[src/rtl/aes_block_gather.sv]
// Purpose: packs WORD_W-bit words into BLK_W-bit blocks for the aes128 core, zero-padding and flagging short blocks.
// Latency: 1 cycle from the completing word's accept to blk_valid; blocks stream back-to-back with no bubble.
// Backpressure: double buffered; a completed block parks in the assembly register and in_ready drops until the core takes the output.
module aes_block_gather #(
  parameter int WORD_W    = 32,
  parameter int BLK_W     = 128,
  parameter int MSW_FIRST = 1,
  parameter int CNT_W     = 16
) (
  input  logic              clk,
  input  logic              rst,
  input  logic [WORD_W-1:0] in_data,
  input  logic              in_valid,
  input  logic              in_last,
  output logic              in_ready,
  output logic [BLK_W-1:0]  blk_data,
  output logic              blk_short,
  output logic              blk_valid,
  input  logic              blk_ready,
  output logic [CNT_W-1:0]  blk_cnt
);

  localparam int WORDS = BLK_W / WORD_W;
  localparam int WC_W  = $clog2(WORDS);
  localparam logic [WC_W-1:0] LAST_SLOT = WC_W'(WORDS - 1);

  // A block travels with its short flag so both registers move it as one unit.
  typedef struct packed {
    logic             is_short;
    logic [BLK_W-1:0] data;
  } blk_t;

  // Encoding is {asm_full, blk_valid}; 2'b10 cannot occur.
  typedef enum logic [1:0] {
    EMPTY = 2'b00,
    ONE   = 2'b01,
    FULL  = 2'b11
  } state_t;

  state_t          state_q;
  state_t          state_d;
  logic [WC_W-1:0] wcnt_q;
  logic [WC_W-1:0] slot_idx;
  blk_t            asm_q;
  blk_t            out_q;
  blk_t            asm_merged;
  logic [CNT_W-1:0] cnt_q;
  logic            asm_full;
  logic            accept;
  logic            complete;
  logic            out_free;
  logic            handshake;

  assign accept    = in_valid & in_ready;
  assign complete  = accept & (in_last | (wcnt_q == LAST_SLOT));
  assign out_free  = !blk_valid | blk_ready;
  assign handshake = blk_valid & blk_ready;

  // Word slot in the block: first word at the top when MSW_FIRST, else at the bottom.
  assign slot_idx = (MSW_FIRST != 0) ? (LAST_SLOT - wcnt_q) : wcnt_q;

  // State register: tracks whether the output and assembly registers hold blocks.
  always_ff @(posedge clk or posedge rst) begin
    if (rst) state_q <= EMPTY;
    else     state_q <= state_d;
  end

  // Next state from completions and core handshakes.
  always_comb begin
    state_d = state_q;
    case (state_q)
      EMPTY: if (complete) state_d = ONE;
      ONE: begin
        if (complete && !blk_ready)      state_d = FULL;
        else if (!complete && blk_ready) state_d = EMPTY;
      end
      FULL:    if (blk_ready) state_d = ONE;
      default: state_d = EMPTY;
    endcase
  end

  // Outputs decoded from state only, so nothing on the input side reaches blk_*.
  always_comb begin
    in_ready  = 1'b0;
    blk_valid = 1'b0;
    asm_full  = 1'b0;
    case (state_q)
      EMPTY: in_ready = !rst;
      ONE: begin
        in_ready  = !rst;
        blk_valid = 1'b1;
      end
      FULL: begin
        blk_valid = 1'b1;
        asm_full  = 1'b1;
      end
      default: ;
    endcase
  end

  // Assembly register with the incoming word merged into its slot; unfilled slots stay zero.
  always_comb begin
    asm_merged          = asm_q;
    asm_merged.is_short = in_last & (wcnt_q != LAST_SLOT);
    for (int i = 0; i < WORDS; i++) begin
      if (WC_W'(i) == slot_idx) asm_merged.data[i*WORD_W +: WORD_W] = in_data;
    end
  end

  // Datapath: fill asm_q, bypass a completed block straight to the output when it is free.
  always_ff @(posedge clk or posedge rst) begin
    if (rst) begin
      wcnt_q <= '0;
      asm_q  <= '0;
      out_q  <= '0;
    end else begin
      if (accept) wcnt_q <= complete ? '0 : wcnt_q + WC_W'(1);
      if (asm_full) begin
        if (blk_ready) begin
          out_q <= asm_q;
          asm_q <= '0;
        end
      end else if (accept) begin
        if (complete && out_free) begin
          out_q <= asm_merged;
          asm_q <= '0;
        end else begin
          asm_q <= asm_merged;
        end
      end
    end
  end

  // Delivered-block counter, wrapping naturally at its width.
  always_ff @(posedge clk or posedge rst) begin
    if (rst)            cnt_q <= '0;
    else if (handshake) cnt_q <= cnt_q + CNT_W'(1);
  end

  assign blk_data  = out_q.data;
  assign blk_short = out_q.is_short;
  assign blk_cnt   = cnt_q;

endmodule

[config.mk]
export PLATFORM = sky130hd
export DESIGN_NAME = aes_block_gather
export DESIGN_NICKNAME = d
export VERILOG_FILES = /design/src/rtl/aes_block_gather.sv
export SDC_FILE = /design/constraint.sdc
export NUM_CORES = 1
export LEC_CHECK = 0
export ABC_AREA = 1
export BUFFER_PORTS_ARGS = -buffer_cell sky130_fd_sc_hd__buf_2
export CAP_MARGIN = 20
export CELL_PAD_IN_SITES_DETAIL_PLACEMENT = 2
export CELL_PAD_IN_SITES_GLOBAL_PLACEMENT = 2
export CORE_ASPECT_RATIO = 0.6
export CORE_MARGIN = 5
export CORE_UTILIZATION = 34
export CTS_CLUSTER_SIZE = 28
export DETAILED_ROUTE_END_ITERATION = 7
export GPL_TIMING_DRIVEN = 0
export PLACE_DENSITY = 0.85
export SYNTH_ARGS = -nofsm -noshare
export SYNTH_HDL_FRONTEND = slang
export SYNTH_SLANG_ARGS = --single-unit
[constraint.sdc]
create_clock -name clk -period 12.7 [get_ports clk]
set_input_delay 1.905 -clock clk [delete_from_list [all_inputs] [get_ports clk]]
set_output_delay 1.905 -clock clk [all_outputs]
set_load 0.01 [all_outputs]
Word-level counts from Yosys, hierarchy flattened
Cells that the tools add are included.

cells by class
  multiplexer cells = 21
  equal/unequal tests = 11
  $add $sub $neg = 3
  reduce and logical (&&, ||, !) cells = 16
  bitwise operators = 6

operators with widths
  cell                     count
  $mux W129                8
  $mux W32                 4
  $add A16 B1 Y16 const B  1
  $mux W2                  5
  $ne A2 B2 Y1 const B     4
  $pmux W2 S3              1
  $reduce_and A3 Y1        2
  $and A1 B1 Y1            4
  $eq A2 B2 Y1 const A     2
  $eq A2 B2 Y1 const B     2
  $logic_not A1 Y1         4
  $logic_not A2 Y1         2
  $reduce_bool A2 Y1       2
  $reduce_or A2 Y1         2
  $logic_and A1 B1 Y1      3
  $mux W1                  3
  $ne A3 B3 Y1 const B     1
  $add A2 B1 Y2 const B    1
  $eq A1 B2 Y1 const A     1
  $eq A2 B1 Y1 const B     1
  $or A1 B1 Y1             2
  $reduce_and A2 Y1        1
  $sub A2 B2 Y2 const A    1

word-level totals
  input bits = 37
  word-level logic and storage cells = 64
  output and inout bits = 147
  flip-flop bits (word level) = 278

Depth between registers and ports, before layout
  depth after elaboration = 10
  mapped depth = 11
  gate-level depth less buffers = 11

Worst setup path after synthesis
OpenSTA, ideal clock, no wires.

  path type = input -> output
  start = input rst
  end = output in_ready
  slack = 8770 ps
  cell stages on the path = 1
  arrival time = 2025 ps
  path through = nor2_4

between the ends
  word-level cells in the longest chain between the ends = 2

ends and longest elaborated chain
  item                               RTL line  RTL
  from (decl)                        11        input logic rst,
  $logic_not A1 Y1 (no source line)  n/a
  $mux W1                            n/a
  to (decl)                          15        output logic in_ready,

Every way passes these cells.

Worst setup path after layout
Ends and elaborated chain as after synthesis.

==> run_results.csv <==
group,metric,value,unit
run_status,outcome,"complete, no violations",
setup_path,setup.worst_path.start_class,"input port",
power_and_ir_drop,peakVddDrop,83.1,uV
setup_path,endpoint,"in_ready",
global_route,grt_util_all_layers,0.278,
layout,nNetsFinal,2250,
setup_path,worst_ep_required_time,10.80,ns
synth,synthDominantCellAreaShare,0.468,
floorplanning,row_count,59,
synth,yosys_warnings,0,
placed_design,gp_congestion,0.863,
route,dr.pass1.iters,5,
synth,syn-num-nets,2032,
floorplanning,core_area,43300,sq um
synth,ys_ff_latch,278,
floorplanning,die_w,280,microns
setup_path,arrival,2.34,ns
placed_design,hpwl,48.2,mm
sta,hold_violations,0,
sta,drv_slew,0,
global_route,grt_max_degree,120,
layout,drive_gt1_frac,0.154,
power_and_ir_drop,p_per_area,265,nW/um^2
sta,fmax,236,MHz
clock_network,cts.sinks,278,
floorplanning,dieArea,48100,sq um
synth,synth.most_common_cell,"nand2_1",
synth,synth_area_per_cell,7.49,sq um
global_route,grt_antenna_before_repair,1,
sta,max_slew_margin,0.288,
sta,tightest_slew,1.07,ns
global_route,grt_pass1_wl,105,mm
clock_network,cts.reportedPaths.clkPinSlew,0.06,ns
placed_design,pre_cts_slack,8.45,ns
setup_path,cp-end-kind,"output pin",
synth,syn_area,14900,sq um
sta,setup_violations,0,
route,via_per_inst,5.54,
layout,syn_to_final_growth,19.2,%
route,route.detailed.drc,0,
setup_path,r2r_start,"state_q[1]",
sta,post-route-period-util,0.334,
synth,synth_ff_type,"dfrtp_1",
clock_network,ctsHtreeMaxLevel,1,
synth,ys_async_sr_fraction,1.00,
setup_path,cp-startpoint,"rst",
sta,rsz0062_at_grt,"false",
clock_network,cts_resized,0,
synth,synthCells,1985,
floorplanning,io_pins,184,
worst_hold_path,min_path_type,"reg -> reg",
layout,final_cell_count_no_fill,2807,
route,wl_per_cell,24.3,microns
synth,synth_edf_count,0,
synth,yosysTopAreaCell,"dfrtp_1",
setup_path,path_max_fanout,3,
clock_network,cts_tree,"done",
route,ant_nets,0,
route,wl,68.3,mm
route,drt_iter0_drc,1191,
sta,fin_crit,4.25,ns
floorplanning,initial_utilization,0.343,
clock_network,cts-root-buf,"clkbuf_16",
synth,synth_cell_types,25,
clock_network,ctsHoldBuffers,0,
layout,utilization,0.409,
setup_path,reg2reg_depth,9,
global_route,grt_overflow,0,
floorplanning,die_y,172,microns
setup_path,rr_endpoint,"blk_data[8]",
route,vias,15500,
clock_network,cts.path.max_buffers,3,
clock_network,clk_latency,0.59,ns
job,drv_cap,0,
power_and_ir_drop,leakage,9.42,nW
setup_path,r2r_slack,9.85,ns
setup_path,worst-setup-path-type,"in -> out",
sta,hold_slack,0.499,ns
synth,ys_seq_area_frac,0.468,
clock_network,post_cts_buffers,0,
clock_network,numCtsBuffers,31,
placed_design,port_buffers,183,
sta,fin_ws,8.45,ns
synth,synth_area_leaders,"dfrtp_1 (47%), nand2_1 (17%), nand3_1 (9.1%)",
global_route,first_global_vias,17200,
synth,synthTopCellsByCount,"nand2_1 (686), dfrtp_1 (278), nor2_1 (274)",
sta,skew,0.0152,ns
placed_design,dp_cells,2749,
==> sequential cells by signal, summed over array words and instances, names as in the netlist <==
| register | cells |
|---|---|
| blk_data | 128 |
| state_q | 2 |
| blk_cnt | 16 |
| blk_short | 1 |
| wcnt_q | 2 |
| asm_q | 129 |
==> per-layer routing <==
layer,routed length [microns],GRT usage,vias up,part of all wire
met5,14,0,-,0.00020
met4,1880,0.0643,2,0.027
met3,3990,0.0493,112,0.058
met2,32000,0.469,488,0.47
met1,30500,0.380,8105,0.45
li1,-,-,6831,-
==> worst min-delay path by stage <==
| stage | start | end | slack (ns) | cells after the start |
|---|---|---|---|---|
| final | blk_data[126] | blk_data[126] | 0.50 | 2 |
| after global routing | blk_data[77] | blk_data[77] | 0.53 | 2 |
| after floorplan | asm_q[128] | asm_q[128] | 0.45 | 2 |
| after detailed placement | blk_data[97] | blk_data[97] | 0.49 | 2 |
| after global placement | asm_q[128] | asm_q[128] | 0.46 | 2 |
| after CTS | blk_data[97] | blk_data[97] | 0.50 | 2 |
==> stage by stage <==
stage               total power, mW  setup TNS [ns]  instance area (sq um)
global placement               3.39         -255.11                  16500
global route                   5.00               0                  17700
detailed placement             3.58               0                  16600
floorplan                      2.73               0                  14900
CTS                            4.70               0                  17700
finish                         4.70               0                  17700
==> logic make-up after synthesis <==
family          count (synthesis)  synth area share
flops                         278             0.468
simple gates                 1368             0.404
fa+ha+maj                      10           0.00842
buf+inv                       182            0.0664
compound gates                136            0.0469
xor+xnor                       11           0.00648
==> report_power, final <==
part,total [mW],internal [mW],leakage (nW),switching (mW)
Clock,1.04,0.622,0.553,0.421
Sequential,1.54,1.26,3.55,0.287
Combinational,2.11,0.706,5.32,1.40
==> area by class of cell <==
| type | instances | area, sq um |
|---|---|---|
| fill | 5137 | 25600 |
| timing repair buffer | 185 | 971 |
| inverter | 27 | 109 |
| clock buffer | 35 | 811 |
| buffer | 155 | 886 |
| sequential | 278 | 6960 |
| antenna | 1 | 2.50 |
| clock inverter | 22 | 332 |
| tap | 579 | 724 |
| multi-input combinational | 1525 | 6910 |
==> critical path: stages <==
cell    delay [ns]
buf_2         0.16
nor2_4        0.13
buf_2         0.14
==> placed cells by master (no fill, tap or decap), types with 10 or more instances in the layout <==
| cell type | instances |
|---|---|
| buf_4 | 12 |
| ha_1 | 10 |
| nand3b_1 | 131 |
| o21ai_0 | 132 |
| nand2_1 | 686 |
| buf_6 | 25 |
| nor2_1 | 274 |
| nand3_1 | 269 |
| inv_1 | 25 |
| clkbuf_16 | 31 |
| clkbuf_1 | 57 |
| buf_2 | 240 |
| dfrtp_1 | 278 |
Power figures use the tool's default switching activity.
